===== config.mk =====
export PLATFORM = sky130hd
export DESIGN_NAME = ccl_row_packer_flat
export DESIGN_NICKNAME = d
export VERILOG_FILES = /design/src/rtl/ccl_pkg.sv /design/src/rtl/ccl_row_packer_if.sv /design/src/rtl/ccl_cell_map.sv /design/src/rtl/ccl_row_packer.sv /design/src/flat_wrapper.sv
export SDC_FILE = /design/constraint.sdc
export NUM_CORES = 1
export LEC_CHECK = 0
export CAP_MARGIN = 25
export CORE_AREA = 2 2 65 98
export DETAILED_ROUTE_END_ITERATION = 12
export DIE_AREA = 0 0 67 100
export PLACE_DENSITY_LB_ADDON = 0.2
export SYNTH_ARGS = -nofsm -noshare
export SYNTH_HDL_FRONTEND = slang
export SYNTH_SLANG_ARGS = --single-unit

===== constraint.sdc =====
create_clock -name clk -period 4.35 [get_ports clk]
set_input_delay 0.87 -clock clk [delete_from_list [all_inputs] [get_ports clk]]
set_output_delay 0.87 -clock clk [all_outputs]
set_load 0.02 [all_outputs]

===== src/rtl/ccl_pkg.sv =====
// ccl_pkg: shared defaults and sizing helpers for the CCL row packer.
// CCL_BITREV_EN (see ccl_cell_map) selects the legacy MSB-first cell map.
package ccl_pkg;

    localparam int CCL_CELL_W = 3;
    localparam int CCL_CELLS  = 10;
    localparam int CCL_SKIP   = 2;

    function automatic int ccl_bytes(input int skip, input int row_w);
        return (skip + row_w + 7) / 8;
    endfunction

    function automatic int ccl_idx_w(input int bytes);
        return (bytes > 1) ? $clog2(bytes) : 1;
    endfunction

endpackage


===== src/rtl/ccl_row_packer_if.sv =====
// ccl_row_packer_if: byte stream in, packed row out, plus flush and status.
// CCL_BITREV_EN has no effect here; it only changes the cell map.
interface ccl_row_packer_if
    import ccl_pkg::*;
#(
    parameter int ROW_W = CCL_CELL_W * CCL_CELLS,
    parameter int SKIP  = CCL_SKIP
);
    logic             clr;
    logic             in_valid;
    logic             in_ready;
    logic             in_sof;
    logic [7:0]       in_byte;
    logic             row_valid;
    logic             row_ready;
    logic [ROW_W-1:0] row_data;
    logic [SKIP-1:0]  row_tag;
    logic             sync_err;
    logic [15:0]      row_cnt;

    modport slave (
        input  clr, in_valid, in_sof, in_byte, row_ready,
        output in_ready, row_valid, row_data, row_tag, sync_err, row_cnt
    );

    modport master (
        output clr, in_valid, in_sof, in_byte, row_ready,
        input  in_ready, row_valid, row_data, row_tag, sync_err, row_cnt
    );
endinterface


===== src/rtl/ccl_cell_map.sv =====
// ccl_cell_map: combinational stream-to-row/tag bit mapping.
// CCL_BITREV_EN defined: each cell is read MSB-first (legacy map format).
module ccl_cell_map #(
    parameter int CELL_W = 3,
    parameter int CELLS  = 10,
    parameter int SKIP   = 2,
    parameter int BYTES  = 4
) (
    input  logic [8*BYTES-1:0]      stream,
    output logic [CELL_W*CELLS-1:0] row,
    output logic [SKIP-1:0]         tag
);
    always_comb begin
        row = '0;
        tag = stream[SKIP-1:0];
        for (int i = 0; i < CELLS; i++) begin
            for (int j = 0; j < CELL_W; j++) begin
`ifdef CCL_BITREV_EN
                row[CELL_W*i+j] = stream[SKIP+CELL_W*i+CELL_W-1-j];
`else
                row[CELL_W*i+j] = stream[SKIP+CELL_W*i+j];
`endif
            end
        end
    end
endmodule


===== src/rtl/ccl_row_packer.sv =====
// ccl_row_packer: double-buffered byte-to-row packer (needs BYTES >= 2).
// CCL_BITREV_EN selects the legacy MSB-first cell order in ccl_cell_map.
module ccl_row_packer
    import ccl_pkg::*;
#(
    parameter int CELL_W = CCL_CELL_W,
    parameter int CELLS  = CCL_CELLS,
    parameter int SKIP   = CCL_SKIP
) (
    input  logic             clk,
    input  logic             rst,
    ccl_row_packer_if.slave  bus
);
    localparam int ROW_W = CELL_W * CELLS;
    localparam int BYTES = ccl_bytes(SKIP, ROW_W);
    localparam int IW    = ccl_idx_w(BYTES);
    localparam int AW    = 8 * (BYTES - 1);

    logic [IW-1:0]    idx_q, idx_n;
    logic [AW-1:0]    asm_q, asm_n;
    logic             vld_q, vld_n;
    logic [ROW_W-1:0] data_q;
    logic [SKIP-1:0]  tag_q;
    logic             serr_q;
    logic [15:0]      cnt_q, cnt_n;

    logic [ROW_W-1:0] map_row;
    logic [SKIP-1:0]  map_tag;
    logic             last, acc, resync, done;

    ccl_cell_map #(
        .CELL_W (CELL_W),
        .CELLS  (CELLS),
        .SKIP   (SKIP),
        .BYTES  (BYTES)
    ) u_map (
        .stream ({bus.in_byte, asm_q}),
        .row    (map_row),
        .tag    (map_tag)
    );

    // Only the completing byte waits for the held row to drain.
    assign last   = (idx_q == IW'(BYTES - 1));
    assign bus.in_ready = !rst && !(last && vld_q && !bus.row_ready);
    assign acc    = bus.in_valid && bus.in_ready && !bus.clr;
    assign resync = acc && bus.in_sof && (idx_q != '0);
    assign done   = acc && !resync && last;

    always_comb begin
        idx_n = idx_q;
        asm_n = asm_q;
        vld_n = vld_q;
        cnt_n = cnt_q;
        if (bus.clr) begin
            idx_n = '0;
            asm_n = '0;
            vld_n = 1'b0;
        end else begin
            if (vld_q && bus.row_ready)
                vld_n = 1'b0;
            if (resync) begin
                asm_n      = '0;
                asm_n[7:0] = bus.in_byte;
                idx_n      = IW'(1);
            end else if (done) begin
                asm_n = '0;
                idx_n = '0;
                vld_n = 1'b1;
                cnt_n = cnt_q + 16'd1;
            end else if (acc) begin
                for (int k = 0; k < BYTES - 1; k++)
                    if (idx_q == IW'(k))
                        asm_n[8*k +: 8] = bus.in_byte;
                idx_n = idx_q + IW'(1);
            end
        end
    end

    always_ff @(posedge clk or posedge rst) begin
        if (rst) begin
            idx_q  <= '0;
            asm_q  <= '0;
            vld_q  <= 1'b0;
            data_q <= '0;
            tag_q  <= '0;
            serr_q <= 1'b0;
            cnt_q  <= '0;
        end else begin
            idx_q  <= idx_n;
            asm_q  <= asm_n;
            vld_q  <= vld_n;
            serr_q <= resync;
            cnt_q  <= cnt_n;
            if (done) begin
                data_q <= map_row;
                tag_q  <= map_tag;
            end
        end
    end

    assign bus.row_valid = vld_q;
    assign bus.row_data  = data_q;
    assign bus.row_tag   = tag_q;
    assign bus.sync_err  = serr_q;
    assign bus.row_cnt   = cnt_q;
endmodule

===== src/flat_wrapper.sv =====
// flat-port wrapper written by rule: the top's interface ports become plain ports
module ccl_row_packer_flat import ccl_pkg::*;
#(
    parameter int CELL_W = CCL_CELL_W,
    parameter int CELLS  = CCL_CELLS,
    parameter int SKIP   = CCL_SKIP
)
  (clk, rst, bus_clr, bus_in_valid, bus_in_sof, bus_in_byte, bus_row_ready, bus_in_ready, bus_row_valid, bus_row_data, bus_row_tag, bus_sync_err, bus_row_cnt);
  ccl_row_packer_if #(.SKIP(SKIP)) bus_i ();
  input  logic clk;
  input  logic rst;
  input wire logic [$bits(bus_i.clr)-1:0] bus_clr;
  input wire logic [$bits(bus_i.in_valid)-1:0] bus_in_valid;
  input wire logic [$bits(bus_i.in_sof)-1:0] bus_in_sof;
  input wire logic [$bits(bus_i.in_byte)-1:0] bus_in_byte;
  input wire logic [$bits(bus_i.row_ready)-1:0] bus_row_ready;
  output wire logic [$bits(bus_i.in_ready)-1:0] bus_in_ready;
  output wire logic [$bits(bus_i.row_valid)-1:0] bus_row_valid;
  output wire logic [$bits(bus_i.row_data)-1:0] bus_row_data;
  output wire logic [$bits(bus_i.row_tag)-1:0] bus_row_tag;
  output wire logic [$bits(bus_i.sync_err)-1:0] bus_sync_err;
  output wire logic [$bits(bus_i.row_cnt)-1:0] bus_row_cnt;
  assign bus_i.clr = bus_clr;
  assign bus_i.in_valid = bus_in_valid;
  assign bus_i.in_sof = bus_in_sof;
  assign bus_i.in_byte = bus_in_byte;
  assign bus_i.row_ready = bus_row_ready;
  assign bus_in_ready = bus_i.in_ready;
  assign bus_row_valid = bus_i.row_valid;
  assign bus_row_data = bus_i.row_data;
  assign bus_row_tag = bus_i.row_tag;
  assign bus_sync_err = bus_i.sync_err;
  assign bus_row_cnt = bus_i.row_cnt;
  ccl_row_packer #(.CELL_W(CELL_W), .CELLS(CELLS), .SKIP(SKIP)) u_core (.clk(clk), .rst(rst), .bus(bus_i));
endmodule

==> impl_metrics.tcl, run 1 <==
set metrics [dict create \
    crit_path_start_kind "primary input" \
    worst_ep_required_time_ns 3.48 \
    core_sq_um 5960 \
    whs_ns 0.475 \
    fin_skew_ns 0.00416 \
    hold_path_class "register to register" \
    endpoint_kind "output port" \
    drt_iter0_drc 136 \
    viasPerCell 5.31 \
    synth_edf_count 0 \
    synth_area_sq_um 3110 \
    clkLatencyLatePin_ns 0.34 \
    syn_area_per_cell_sq_um 10.2 \
    critical_path_class "primary input to output port" \
    synth_largest_area_cell "dfrtp_1" \
    synth.top_cell.area_share_pct 61.2 \
    rows 35 \
    antenna_found_initial 0 \
    routedWlPerCell_um 15.0 \
    dr_total_vias 2399 \
    synth-seq-area-share_pct 61.2 \
    fmax_ghz 0.324 \
    overflow 0 \
    maxCapViolations 0 \
    fin_crit_ns 3.09 \
    syn2layout_area_growth_pct 30.4 \
    rsz0062_at_grt "false" \
    synth_top_cells_by_area "dfrtp_1 (61%), nand2_1 (14%), a22o_1 (4.5%)" \
    setup_tns_ns 0 \
    grt_pass1_wl_um 11200 \
    finalHoldViolCount 0 \
    n_fill_cell 514 \
    fin_crit_sh_pct 70.9 \
    p_leak_nw 1.93 \
    gp_congestion 0.804 \
    yosysUniqueCellTypes 31 \
    cts_buffers 9 \
    synthTopCellsByCount "nand2_1 (114), dfrtp_1 (76), a22o_1 (16)" \
    arrival_ns 2.22 \
    outcome "finished, final reports clean" \
    irDropWorstVdd_v 0.000239 \
    drive_gt1_share_pct 6.88 \
    finalSetupViolCount 0 \
    relSlewSlack_pct 33.4 \
    synth_nets 324 \
    dieArea_sq_um 6700 \
    cts_tree "done" \
    hpwl_um 4740 \
    tightestPinTransition_ns 0.983 \
    grt_max_degree 45 \
    cp_max_fo 3 \
    synth_top_flop_cell "dfrtp_1" \
    ant_nets 0 \
    nets 392 \
    port_buffers 64 \
    drv_slew 0 \
    power_density_nw_per_um2 333 \
    yosys_warnings 0 \
    drcViolationCount 0 \
    cts_hold_buffers 0 \
    cts_setup_buffers 0 \
    cts.sinks 76 \
    clockRootBuffer "clkbuf_8" \
    clk_pin_slew_ns 0.08 \
    grt_pass1_vias 2327 \
    drt-total-wl_um 6780 \
    fp.dieW_um 67 \
    ctsHtreeMaxLevel 3 \
    syn_inst 305 \
    ys_ff_latch 76 \
    die_h_um 100 \
    synth-async-reset-ratio_pct 100 \
    ios 65 \
    cts_resized 0 \
    track_usage_pct 22.4 \
    dr.pass1.iters 4 \
    clk_path_buf_depth 2 \
    start_util_pct 52.2 \
    synthMostInstantiatedCell "nand2_1" \
    n_antenna_cell 0 \
]
## registers in the layout (all words and copies together) (netlist names)
register	flops
u_core.bus.row_valid	1
u_core.bus.row_data	30
u_core.bus.row_cnt	16
u_core.bus.sync_err	1
u_core.asm_q	24
u_core.bus.row_tag	2
u_core.idx_q	2
## layer usage
metal | global-route usage (%) | wire length (um) | up-vias
li1 | - | - | 1152
met1 | 27.3 | 2800 | 1162
met2 | 37.1 | 3470 | 66
met3 | 5.16 | 314 | 19
met4 | 10.8 | 190 | 0
met5 | 0 | 0 | -
## per-stage QoR
stage	area [sq um]	power (mW)	util (%)	setup WS, ns	std cells
4_1_cts	4050	1.36	68.0	1.27	452
3_3_place_gp	3830	0.824	64.3	1.29	435
3_5_place_dp	3850	0.829	64.6	1.26	436
2_1_floorplan	3110	0.782	-	1.54	305
6_report	4050	1.35	68.0	1.26	452
5_1_grt	4050	1.40	68.0	1.20	452
## cell type report
cell class                      instances  area [sq um]  share of cell area (%)
Inverter                                6          22.5                   0.556
Sequential cell                        76          1900                    47.0
Clock inverter                          6          63.8                    1.58
Clock buffer                           10           138                    3.40
Multi-Input combinational cell        211          1140                    28.2
Tap cell                               74          92.6                    2.29
Timing Repair Buffer                   69           691                    17.1
## worst paths after layout
path / from / to / slack (ns) / depth (start not counted)
max reg2reg: u_core.idx_q[0]$_DFFE_PP0P_ / u_core.asm_q[23]$_DFFE_PP0P_ / 2.18 / 5
min in group asynchronous: rst / u_core.bus.row_valid$_DFF_PP0_ / 0.97 / 2
max in group asynchronous: rst / u_core.asm_q[9]$_DFFE_PP0P_ / 2.73 / 4
min reg2reg: u_core.asm_q[6]$_DFFE_PP0P_ / u_core.bus.row_data[4]$_DFFE_PP0P_ / 0.48 / 2
max: bus_row_ready / bus_in_ready / 1.26 / 4
min: u_core.asm_q[6]$_DFFE_PP0P_ / u_core.bus.row_data[4]$_DFFE_PP0P_ / 0.48 / 2
## critical path, stage by stage
cell	delay (ns)
clkdlybuf4s50_1	0.49
nor2b_1	0.09
a21oi_1	0.15
clkdlybuf4s50_1	0.62
## report_power, final
| group | switching (mW) | internal (mW) |
|---|---|---|
| sequential | 0.00783 | 0.717 |
| combinational | 0.0525 | 0.0365 |
| clock | 0.255 | 0.279 |
| total | 0.315 | 1.03 |
## cell families after synthesis
family | synth area share [%]
and+or+nand+nor | 22.9
buffers and inverters | 2.21
DFF | 61.2
AOI/OAI and AO/OA | 7.45
xor gates and xnor gates | 4.23
adders and majority gates | 2.01
## cells in the final DEF, fill, tap and decap left out, drive strengths merged
| cell | n |
|---|---|
| xor2 | 1 |
| nand3b | 1 |
| nor4 | 2 |
| nand2b | 2 |
| o21ai | 1 |
| a22o | 16 |
| nor2b | 2 |
| clkinvlp | 2 |
| xnor2 | 14 |
| and2 | 1 |
| or3 | 3 |
| o31ai | 1 |
| buf | 5 |
| inv | 6 |
| nand2 | 114 |
| nand3 | 12 |
| and3 | 2 |
| nand4 | 9 |
| a21oi | 12 |
| clkinv | 3 |
| nand4bb | 1 |
| clkbuf | 10 |
| dfrtp | 76 |
| o311a | 1 |
| bufinv | 1 |
| nor3b | 1 |
| ha | 5 |
| o311ai | 1 |
| or4 | 1 |
| nor3 | 3 |
| clkdlybuf4s50 | 64 |
| nor2 | 5 |
Power figures use the tool's default switching activity.
==> run 2: changes to the inputs <==
--- a/config.mk
+++ b/config.mk
@@ -6,9 +6,9 @@
 export NUM_CORES = 1
 export LEC_CHECK = 0
 export CAP_MARGIN = 25
-export CORE_AREA = 2 2 65 98
+export CORE_AREA = 2 2 71 106
 export DETAILED_ROUTE_END_ITERATION = 12
-export DIE_AREA = 0 0 67 100
+export DIE_AREA = 0 0 73 108
 export PLACE_DENSITY_LB_ADDON = 0.2
 export SYNTH_ARGS = -nofsm -noshare
 export SYNTH_HDL_FRONTEND = slang
==> constraint.sdc (replaced) <==
create_clock -name clk -period 2.74 [get_ports clk]
set_input_delay 0.548 -clock clk [delete_from_list [all_inputs] [get_ports clk]]
set_output_delay 0.548 -clock clk [all_outputs]
set_load 0.02 [all_outputs]
==> run 2 against run 1 <==
  * Count of clock-buffer cells in the layout is 2 higher
  * Critical path depth did not move
  * Utilization decreased by 8.7 points
==> impl_metrics.tcl, run 2 (synthesis gave the netlist of run 1 again) <==
set metrics [dict create \
    cpPeakStageDelay_ns 0.62 \
    track_usage_pct 19.2 \
    syn2layout_area_growth_pct 31.7 \
    rows 37 \
    routedWlPerCell_um 15.2 \
    critPathBufInv 2 \
    crit_path_start_kind "primary input" \
    p_leak_nw 1.96 \
    cp_max_fo 3 \
    cts_tree "done" \
    outcome "finished, final reports clean" \
    clk_path_buf_depth 2 \
    irDropWorstVdd_v 0.000378 \
    clkLatencyLatePin_ns 0.34 \
    setup_tns_ns 0 \
    fin_skew_ns 0.00772 \
    slowest_stage "clkdlybuf4s50_1" \
    grt_pass1_vias 2439 \
    dieArea_sq_um 7880 \
    rsz0062_at_grt "false" \
    finalSetupViolCount 0 \
    drt-total-wl_um 7010 \
    ant_nets 0 \
    fmax_ghz 0.411 \
    utilization_pct 59.3 \
    gp_congestion 0.826 \
    drcViolationCount 0 \
    overflow 0 \
    final_common_cell "nand2_1" \
    dr_total_vias 2413 \
    critPathTopFamily "buffers and inverters" \
    crit_chain "clkdlybuf4s50_1 -> nor2b_1 -> a21oi_1 -> clkdlybuf4s50_1" \
    n_antenna_cell 0 \
    drv_slew 0 \
    fin_crit_sh_pct 88.7 \
    hpwl_um 4690 \
    core_sq_um 6900 \
    fin_area_sq_um 4090 \
    cts_resized 0 \
    ios 65 \
    critical_path_class "primary input to output port" \
    arrival_ns 1.88 \
    whs_ns 0.474 \
    power_density_nw_per_um2 523 \
    dr.pass1.iters 4 \
    fp.dieW_um 73 \
    nets 396 \
    largest_reg_flops 30 \
    fin_crit_ns 2.43 \
    cts_setup_buffers 0 \
    drive_gt1_share_pct 7.33 \
    worst_ep_required_time_ns 2.19 \
    hold_path_class "register to register" \
    finalHoldViolCount 0 \
    cts.sinks 76 \
    antenna_found_initial 0 \
    grt_pass1_wl_um 11700 \
    relSlewSlack_pct 68.8 \
    die_h_um 108 \
    start_util_pct 45.0 \
    mostFrequentLayoutCells "nand2_1 (114), dfrtp_1 (76), clkdlybuf4s50_1 (64), a22o_1 (16), xnor2_1 (14)" \
    cts_hold_buffers 0 \
    cts_buffers 9 \
    endpoint_kind "output port" \
    grt_max_degree 77 \
    placed_cell_area_sq_um 3900 \
    tightestPinTransition_ns 0.468 \
    maxCapViolations 0 \
    clk_pin_slew_ns 0.07 \
    ctsHtreeMaxLevel 3 \
    drt_iter0_drc 179 \
    port_buffers 64 \
    clockRootBuffer "clkbuf_8" \
    viasPerCell 5.25 \
    cp_common_cell "clkdlybuf4s50_1" \
]
==> run 2: final cells by class <==
class	instances	area, sq um
Timing Repair Buffer	73	733
Sequential cell	76	1900
Fill cell	614	2810
Clock inverter	4	48.8
Tap cell	78	97.6
Clock buffer	12	145
Multi-Input combinational cell	211	1140
Inverter	6	22.5
==> run 2: worst paths after layout <==
path	start	slack, ns	endpoint	depth (start not counted)
setup reg to reg	u_core.idx_q[0]$_DFFE_PP0P_	0.85	u_core.asm_q[10]$_DFFE_PP0P_	7
max in group asynchronous	rst	1.67	u_core.bus.row_cnt[15]$_DFFE_PP0P_	3
min in group asynchronous	rst	0.73	u_core.bus.row_valid$_DFF_PP0_	3
hold reg to reg	u_core.bus.row_cnt[15]$_DFFE_PP0P_	0.47	u_core.bus.row_cnt[15]$_DFFE_PP0P_	1
hold / removal	u_core.bus.row_cnt[15]$_DFFE_PP0P_	0.47	u_core.bus.row_cnt[15]$_DFFE_PP0P_	1
setup / recovery	bus_row_ready	0.31	bus_in_ready	4
==> run 2: routing by layer <==
metal	part of all wire (%)	routed length, um	vias to the layer above	track usage, %
li1	-	-	1162	-
met1	44	3060	1182	24.2
met2	51	3590	57	31.3
met3	3.4	238	12	4.01
met4	1.7	117	0	8.60
met5	0	0	-	0
==> run 2: where the power goes <==
part	switching [mW]	total, mW	internal, mW	leakage [nW]
clock network	0.400	0.846	0.445	0.100
logic	0.0841	0.144	0.0602	0.801
registers	0.0120	1.15	1.14	1.06
total	0.497	2.14	1.64	1.96
==> run 2: per-stage QoR <==
| step | setup slack [ns] | power [mW] | std cells |
|---|---|---|---|
| 6_report | 0.309 | 2.14 | 460 |
| 4_1_cts | 0.305 | 2.16 | 460 |
| 5_1_grt | 0.214 | 2.22 | 460 |
| 3_3_place_gp | 0.316 | 1.32 | 444 |
| 2_1_floorplan | 0.254 | 1.24 | 305 |
| 3_5_place_dp | 0.303 | 1.32 | 444 |
==> run 2: worst register-to-register path, cell delays in order (launching register included) <==
cell     delay, ns
dfrtp_1       0.41
inv_1         0.10
ha_1          0.24
nor2b_1       0.39
or3_1         0.17
a21oi_1       0.06
buf_4         0.17
a22o_1        0.24
